## config.mk

```make
export PLATFORM = sky130hd
export DESIGN_NAME = msx_wait_gen
export DESIGN_NICKNAME = d
export VERILOG_FILES = /design/src/rtl/msx_wait_pkg.sv /design/src/rtl/msx_wait_gen.sv
export SDC_FILE = /design/constraint.sdc
export NUM_CORES = 1
export LEC_CHECK = 0
export CORE_AREA = 2 2 39 41
export CTS_CLUSTER_DIAMETER = 200
export DETAILED_ROUTE_END_ITERATION = 8
export DIE_AREA = 0 0 41 43
export HOLD_SLACK_MARGIN = 0.02
export PLACE_DENSITY_LB_ADDON = 0.3
export SYNTH_ARGS = -nofsm -noshare
export SYNTH_HDL_FRONTEND = slang
export SYNTH_SLANG_ARGS = --single-unit
```

## constraint.sdc

```tcl
create_clock -name clk -period 1.83 [get_ports clk]
set_input_delay 0.2745 -clock clk [delete_from_list [all_inputs] [get_ports clk]]
set_output_delay 0.2745 -clock clk [all_outputs]
set_load 0.01 [all_outputs]
```

## src/rtl/msx_wait_pkg.sv

```systemverilog
// msx_wait_pkg: shared types and helpers for the MSX Z80 wait-state generator.
package msx_wait_pkg;
  typedef enum logic [1:0] {NONE = 2'd0, M1 = 2'd1, MEM = 2'd2, IO = 2'd3} cycle_t;
  typedef enum logic [1:0] {IDLE, WAIT, HOLD} state_t;
  typedef enum logic [2:0] {K_NONE, K_M1, K_INTA, K_IO, K_MEM} kind_t;
  localparam int SUM_W = 16;
  function automatic logic [SUM_W-1:0] sat_add(input logic [SUM_W-1:0] a, input logic [SUM_W-1:0] b, input int w);
    logic [SUM_W:0] s, m;
    s = {1'b0, a} + {1'b0, b};
    m = (SUM_W+1)'((1 << w) - 1);
    return s > m ? m[SUM_W-1:0] : s[SUM_W-1:0];
  endfunction
  // Refresh is excluded from MEM so it can never start a wait.
  function automatic kind_t classify(input logic m1_n, input logic mreq_n, input logic iorq_n, input logic rfrsh_n);
    return (!m1_n && !mreq_n) ? K_M1 :
           (!m1_n && !iorq_n) ? K_INTA :
           (m1_n && !iorq_n) ? K_IO :
           (m1_n && !mreq_n && rfrsh_n) ? K_MEM : K_NONE;
  endfunction
  function automatic cycle_t cycle_of(input kind_t k);
    return k == K_M1 ? M1 : k == K_MEM ? MEM : (k == K_IO || k == K_INTA) ? IO : NONE;
  endfunction
endpackage

```

## src/rtl/msx_wait_gen.sv

```systemverilog
// msx_wait_gen: per-cycle-class Z80 wait-state generator with turbo bypass and external wait merge.
module msx_wait_gen
  import msx_wait_pkg::*;
#(
  parameter int CNT_W = 3,
  parameter int M1_WAITS = 1,
  parameter int MEM_WAITS = 0,
  parameter int IO_WAITS = 0,
  parameter int INTA_WAITS = 0
) (
  input  logic             clk,
  input  logic             reset,
  input  logic             clk_en,
  input  logic             m1_n,
  input  logic             mreq_n,
  input  logic             iorq_n,
  input  logic             rfrsh_n,
  input  logic             exwait_n,
  input  logic             turbo,
  input  logic [CNT_W-1:0] io_extra,
  output logic             wait_n,
  output logic [1:0]       cycle_type,
  output logic             busy
);
  state_t state_q, state_d;
  logic [CNT_W-1:0] cnt_q, cnt_d;
  logic iwait_q, iwait_d;
  cycle_t ctype_q, ctype_d;
  kind_t kind;
  logic [CNT_W-1:0] io_load, load;
  logic bus_idle, last;
  assign kind = classify(m1_n, mreq_n, iorq_n, rfrsh_n);
  assign bus_idle = mreq_n & iorq_n;
  assign last = cnt_q == CNT_W'(1);
  assign io_load = CNT_W'(sat_add(SUM_W'(IO_WAITS), SUM_W'(io_extra), CNT_W));
  assign load = turbo ? '0 :
                kind == K_M1 ? CNT_W'(M1_WAITS) :
                kind == K_INTA ? CNT_W'(INTA_WAITS) :
                kind == K_IO ? io_load :
                kind == K_MEM ? CNT_W'(MEM_WAITS) : '0;
  always_comb begin
    state_d = state_q;
    cnt_d = cnt_q;
    iwait_d = iwait_q;
    ctype_d = ctype_q;
    if (clk_en)
      case (state_q)
        IDLE: if (kind != K_NONE) begin
          ctype_d = cycle_of(kind);
          state_d = load != '0 ? WAIT : HOLD;
          cnt_d = load;
          iwait_d = load == '0;
        end
        WAIT: begin
          state_d = bus_idle ? IDLE : last ? HOLD : WAIT;
          cnt_d = (bus_idle || last) ? '0 : cnt_q - 1'b1;
          iwait_d = bus_idle || last;
        end
        HOLD: state_d = bus_idle ? IDLE : HOLD;
        default: state_d = IDLE;
      endcase
  end
  always_ff @(posedge clk)
    if (reset) begin
      state_q <= IDLE;
      cnt_q <= '0;
      iwait_q <= 1'b1;
      ctype_q <= NONE;
    end else begin
      state_q <= state_d;
      cnt_q <= cnt_d;
      iwait_q <= iwait_d;
      ctype_q <= ctype_d;
    end
  assign wait_n = iwait_q & exwait_n;
  assign cycle_type = ctype_q;
  assign busy = state_q != IDLE;
endmodule

```

==> run summary, run 1 <==
Mean Syn Cell Area - 8.76 um^2
RSZ-0062 raised after global routing - false
H-tree Lvls - 1
asr flop ratio synth - 0%
max-slew violation count - 0
Root Driver - clkbuf_4
1st-pass router iterations - 4
setup violators final - 0
hold buffers post-CTS - 0
Pleak - 0.298 nW
die height - 43 um
row cnt - 14
Vias - 559
PostCTS Resize Cnt - 0
main combinational cell family by area after synthesis - compound AO/OA/AOI/OAI gates
# IOs - 16
Critical Path, Cell by Cell - clkdlybuf4s50_1, and2_1, clkdlybuf4s50_1
EDFF count, synth - 0
critical path fanouts, max - 1
worst ir drop on vdd - 0.477 mV
max-cap violation count - 0
first-pass GRT wire length - 2.15 mm
vias in the first global route - 543
GPL Wtd Cong - 0.753
Min-Delay Path Depth - 1
synthesis-to-finish area growth - 36.0%
fmax - 0.613 GHz
register area - 160 um^2
synthesized cell area - 569 um^2
die area - 1760 um^2
Synth area leaders - dfxtp_1 (28%), a21oi_1 (4.4%), ha_1 (4.4%)
total negative slack - 0 ns
placed cells - 98
simple-gate share of the synthesized area - 28.4%
Setup crit start kind - input pin
Primary FF master, synth - dfxtp_1
Slew Limit Headroom - 77.2%
Finished Core Util - 56.0%
final net count - 101
clock buffer depth - 2
largest net degree at the start of global routing - 10
clock sink count - 8
Worst Setup End Kind - output pin
Synth area leader - dfxtp_1
Crit path largest cell delay - 0.52 ns
r2r setup slk - 0.42 ns
r2r startpoint - cnt_q[0]$_SDFFE_PP0P_
die width - 41 um
crit path time final - 1.63 ns
fill count - 145
CTS tree - done
Synth Area in Adders - 4.40%
complex-gate fraction of the synthesized area - 34.7%
XOR/XNOR Fraction of Synth Area - 0%
Max stage delay cell, worst path - clkdlybuf4s50_1
CP Data Required Time - 1.56 ns
initial antenna violation count - 0
Hold Path Class - reg2reg
Synth top area share - 28.1%
core area - 1380 um^2
Slew @ Worst Pin - 0.342 ns
Ys Warns - 0
global router's overall resource usage - 17.6%
post-route ant nets - 0
most used cell, CP - clkdlybuf4s50_1
mux contribution to synthesized area - 0%
Initial Util - 41.1%
R2R depth - 5
Starting DRT DRC Count - 8
clk_lat worst skew - 0.25 ns
grt peak-use layer - met2
multi-input logic area - 384 um^2
WHS Endpoint - iwait_q$_SDFFE_PP1P_
clock slew at reported path FFs - 0.06 ns
Power per Cell Area - 674 nW/um^2
critical path class - in2out
drt drc - 0
Yosys cell types - 36
outcome - finished, final reports clean
ratio of cells with drive above 1 in the final layout - 17.6%
Max Clock Skew - 0.00633 ns
Synth Net Count - 79
met3 Usage GRT - 3.14%
Mapped Cells - 65
DP HPWL - 1.08 mm
GR Util met2 - 30.9%
filler-free cell count of the finished design - 101
CP startpoint - exwait_n
sequential share of the synthesized area - 28.1%
Synth Register Bits - 8
Fin. Hold Viols - 0
HP Start - iwait_q$_SDFFE_PP1P_
n_diodes - 0
Global Route met1 Usage - 19.8%
drt wl/cell - 13.1 um
R2R Path End - state_q[1]$_SDFFE_PP0P_
CTS buffer count - 3
post-CTS setup buffer count - 0
GRT Residual Overflow - 0
Port-buffer cells - 15
drt via density - 5.53
fin crit share - 89.1%
Crit path arrival time - 1.36 ns
drt total wl - 1.32 mm
==> critical path: cells and delay by family <==
kind          cells  cell delay, ns
buf+inv           2            0.97
simple gates      1            0.11
==> final cells by class <==
cell class / instances / share of cell area [%]
Multi-Input combinational cell: 52 / 49.6
Timing Repair Buffer: 18 / 22.3
Sequential cell: 8 / 20.7
Clock buffer: 3 / 2.91
Tap cell: 16 / 2.58
Inverter: 4 / 1.94
==> logic make-up after synthesis <==
kind of cell | after synthesis
AND/OR/NAND/NOR | 24
adder cells (fa/ha/maj) | 2
buffers and inverters | 5
flip-flops | 8
AO/OA/AOI/OAI | 26
==> report_power, final <==
| group | internal [mW] | leakage, nW | switching, mW | total [mW] |
|---|---|---|---|---|
| Sequential | 0.191 | 0.0659 | 0.0128 | 0.203 |
| Clock | 0.0752 | 0.0138 | 0.0621 | 0.137 |
| Combinational | 0.101 | 0.218 | 0.0798 | 0.181 |
| Total | 0.367 | 0.298 | 0.155 | 0.522 |
==> per-stage QoR <==
stage / hold slack (ns) / total power, mW / instance area (um^2) / setup WS (ns)
after detailed placement: 0.495 / 0.388 / 752 / 0.0606
after global placement: 0.486 / 0.386 / 752 / 0.101
final: 0.511 / 0.522 / 774 / 0.199
after CTS: 0.509 / 0.528 / 774 / 0.192
after floorplan: 0.373 / 0.310 / 569 / 0.537
after global routing: 0.525 / 0.559 / 774 / 0.138
==> metal layers <==
metal	share of wire (%)	vias to the layer above
li1	-	288
met1	43	261
met2	53	10
met3	3.3	0
met4	0	0
met5	0	-
==> state kept, by name, summed over array words and instances, names as in the netlist <==
register,flops
cnt_q,3
state_q,2
cycle_type,2
iwait_q,1
==> Yosys cell counts (all sizes together) (2+ instances only) <==
library cell	number
a31oi	2
dfxtp	8
a21oi	6
a211oi	2
inv	4
nor2	5
ha	2
o21ai	5
and2	3
nand2	3
and2b	4
nand3	2
==> layout by cell type, fill, tap and decap left out, types with 2 or more instances in the layout <==
cell / Yosys / final
a211oi_1: 2 / 2
a21oi_1: 5 / 5
a31oi_1: 2 / 2
and2_1: 3 / 3
and2b_1: 2 / 2
and2b_4: 2 / 2
buf_4: 0 / 3
clkbuf_4: 0 / 3
clkdlybuf4s50_1: 0 / 15
dfxtp_1: 8 / 8
ha_1: 2 / 2
inv_1: 4 / 4
nand2_1: 3 / 3
nor2_1: 4 / 4
o21ai_0: 4 / 4
==> how the worst max path moves through the flow <==
stage                                    to  slack (ns)
finish                               wait_n        0.20
global route                           busy        0.14
CTS                                  wait_n        0.19
detailed placement    cnt_q[1]$_SDFFE_PP0P_        0.06
global placement       iwait_q$_SDFFE_PP1P_        0.10
floorplan           state_q[1]$_SDFFE_PP0P_        0.54
(Power assumes the default switching activity.)
==> run 2, diff against run 1 <==
--- a/config.mk
+++ b/config.mk
@@ -14,3 +14,4 @@
 export SYNTH_ARGS = -nofsm -noshare
 export SYNTH_HDL_FRONTEND = slang
 export SYNTH_SLANG_ARGS = --single-unit
+export TNS_END_PERCENT = 100
==> constraint.sdc (replaced) <==
create_clock -name clk -period 1.75 [get_ports clk]
set_input_delay 0.2625 -clock clk [delete_from_list [all_inputs] [get_ports clk]]
set_output_delay 0.2625 -clock clk [all_outputs]
set_load 0.01 [all_outputs]
==> run summary, run 2 (synthesis gave the netlist of run 1 again) <==
Fin. Hold Viols - 0
synthesis-to-finish area growth - 36.0%
most frequent cells in the layout - clkdlybuf4s50_1 (15), dfxtp_1 (8), a21oi_1 (5)
worst ir drop on vdd - 0.314 mV
Sw Share - 29.3%
PostCTS Resize Cnt - 0
drt total wl - 1.24 mm
R2R depth - 5
Initial Util - 41.1%
Largest Register - cnt_q
Power per Cell Area - 701 nW/um^2
ratio of cells with drive above 1 in the final layout - 17.6%
critical path class - reg2out
CP Data Required Time - 1.49 ns
global router's overall resource usage - 18.0%
vias in the first global route - 531
CTS tree - done
register share of total power - 39.2%
Clk pwr share - 26.3%
fin crit share - 93.6%
n_diodes - 0
post-route ant nets - 0
DP HPWL - 998 um
row cnt - 14
drt via density - 5.41
max-slew violation count - 0
fill count - 124
Pleak - 0.298 nW
largest net degree at the start of global routing - 10
Max Clock Skew - 0.00617 ns
Comb pwr share - 34.5%
clock buffer depth - 2
Port-buffer cells - 15
core area - 1380 um^2
number of flip-flops under the largest register name - 3
GRT Residual Overflow - 0
# IOs - 16
clk_lat worst skew - 0.25 ns
Root Driver - clkbuf_4
die width - 41 um
outcome - finished, final reports clean
Min-Delay Path Depth - 2
die height - 43 um
first-pass GRT wire length - 2.20 mm
Vias - 546
r2r setup slk - 0.36 ns
clock slew at reported path FFs - 0.05 ns
fmax - 0.610 GHz
H-tree Lvls - 1
Crit path arrival time - 1.38 ns
switching power - 0.159 mW
R2R Path End - state_q[1]$_SDFFE_PP0P_
register area - 160 um^2
Hold Worst Slack - 0.504 ns
Slew Limit Headroom - 78.5%
crit path time final - 1.64 ns
hold buffers post-CTS - 0
multi-input logic area - 384 um^2
clock sink count - 8
Worst Setup End Kind - output pin
leading cell type in the layout, fill and taps excluded - clkdlybuf4s50_1
Hold Path Class - reg2reg
Slew @ Worst Pin - 0.322 ns
Int Pwr - 0.384 mW
drt wl/cell - 12.3 um
drt drc - 0
critical path fanouts, max - 6
setup violators final - 0
die area - 1760 um^2
post-CTS setup buffer count - 0
total negative slack - 0 ns
Setup crit start kind - flop
1st-pass router iterations - 4
GPL Wtd Cong - 0.776
initial antenna violation count - 0
WHS Endpoint - cnt_q[2]$_SDFFE_PP0P_
HP Start - cnt_q[2]$_SDFFE_PP0P_
final net count - 101
r2r startpoint - cnt_q[0]$_SDFFE_PP0P_
CTS buffer count - 3
RSZ-0062 raised after global routing - false
max-cap violation count - 0
Starting DRT DRC Count - 11
-- run 2: cell counts in the layout (fill, tap and decap cells not counted) --
No cell type changed its count.
-- run 2: worst max path at each step --
stage / startpoint / endpoint / slack (ns)
3_3_place_gp: mreq_n / iwait_q$_SDFFE_PP1P_ / 0.03
3_5_place_dp: m1_n / iwait_q$_SDFFE_PP1P_ / 0.03
2_1_floorplan: cnt_q[0]$_SDFFE_PP0P_ / state_q[1]$_SDFFE_PP0P_ / 0.46
4_1_cts: state_q[0]$_SDFFE_PP0P_ / busy / 0.11
5_1_grt: state_q[0]$_SDFFE_PP0P_ / busy / 0.04
6_report: state_q[0]$_SDFFE_PP0P_ / busy / 0.11
-- run 2: power by group through the flow --
stage	Clock, mW	Sequential [mW]	Combinational [mW]
2_1_floorplan	0	0.215	0.110
3_5_place_dp	0	0.216	0.188
3_3_place_gp	0	0.216	0.187
4_1_cts	0.149	0.213	0.189
6_report	0.143	0.213	0.188
5_1_grt	0.160	0.215	0.208
-- run 2: final cells by class --
cell class / instances / area share, %
multi-input cells: 52 / 49.6
repair buffers: 18 / 22.3
flip-flops and latches: 8 / 20.7
clock buffers: 3 / 2.91
well taps: 16 / 2.58
inverters: 4 / 1.94
-- run 2: per-stage QoR --
step	setup slack (ns)	std cells	util, %	total power, mW	area, um^2
2_1_floorplan	0.457	65	-	0.324	569
3_3_place_gp	0.0341	98	54.3	0.404	752
3_5_place_dp	0.0272	98	54.3	0.404	752
4_1_cts	0.111	101	56.0	0.550	774
5_1_grt	0.0374	101	56.0	0.583	774
6_report	0.111	101	56.0	0.543	774
-- run 2: critical path, stage by stage, from the launching register on --
cell,delay [ns]
dfxtp_1,0.43
nor2_1,0.08
inv_1,0.08
clkdlybuf4s50_1,0.53
-- run 2: routing by layer --
metal,wire [um],vias to the layer above,GRT usage (%)
met5,0,-,0
met4,13,0,8.00
met3,40,2,3.14
met2,596,10,27.2
met1,593,247,24.0
li1,-,287,-
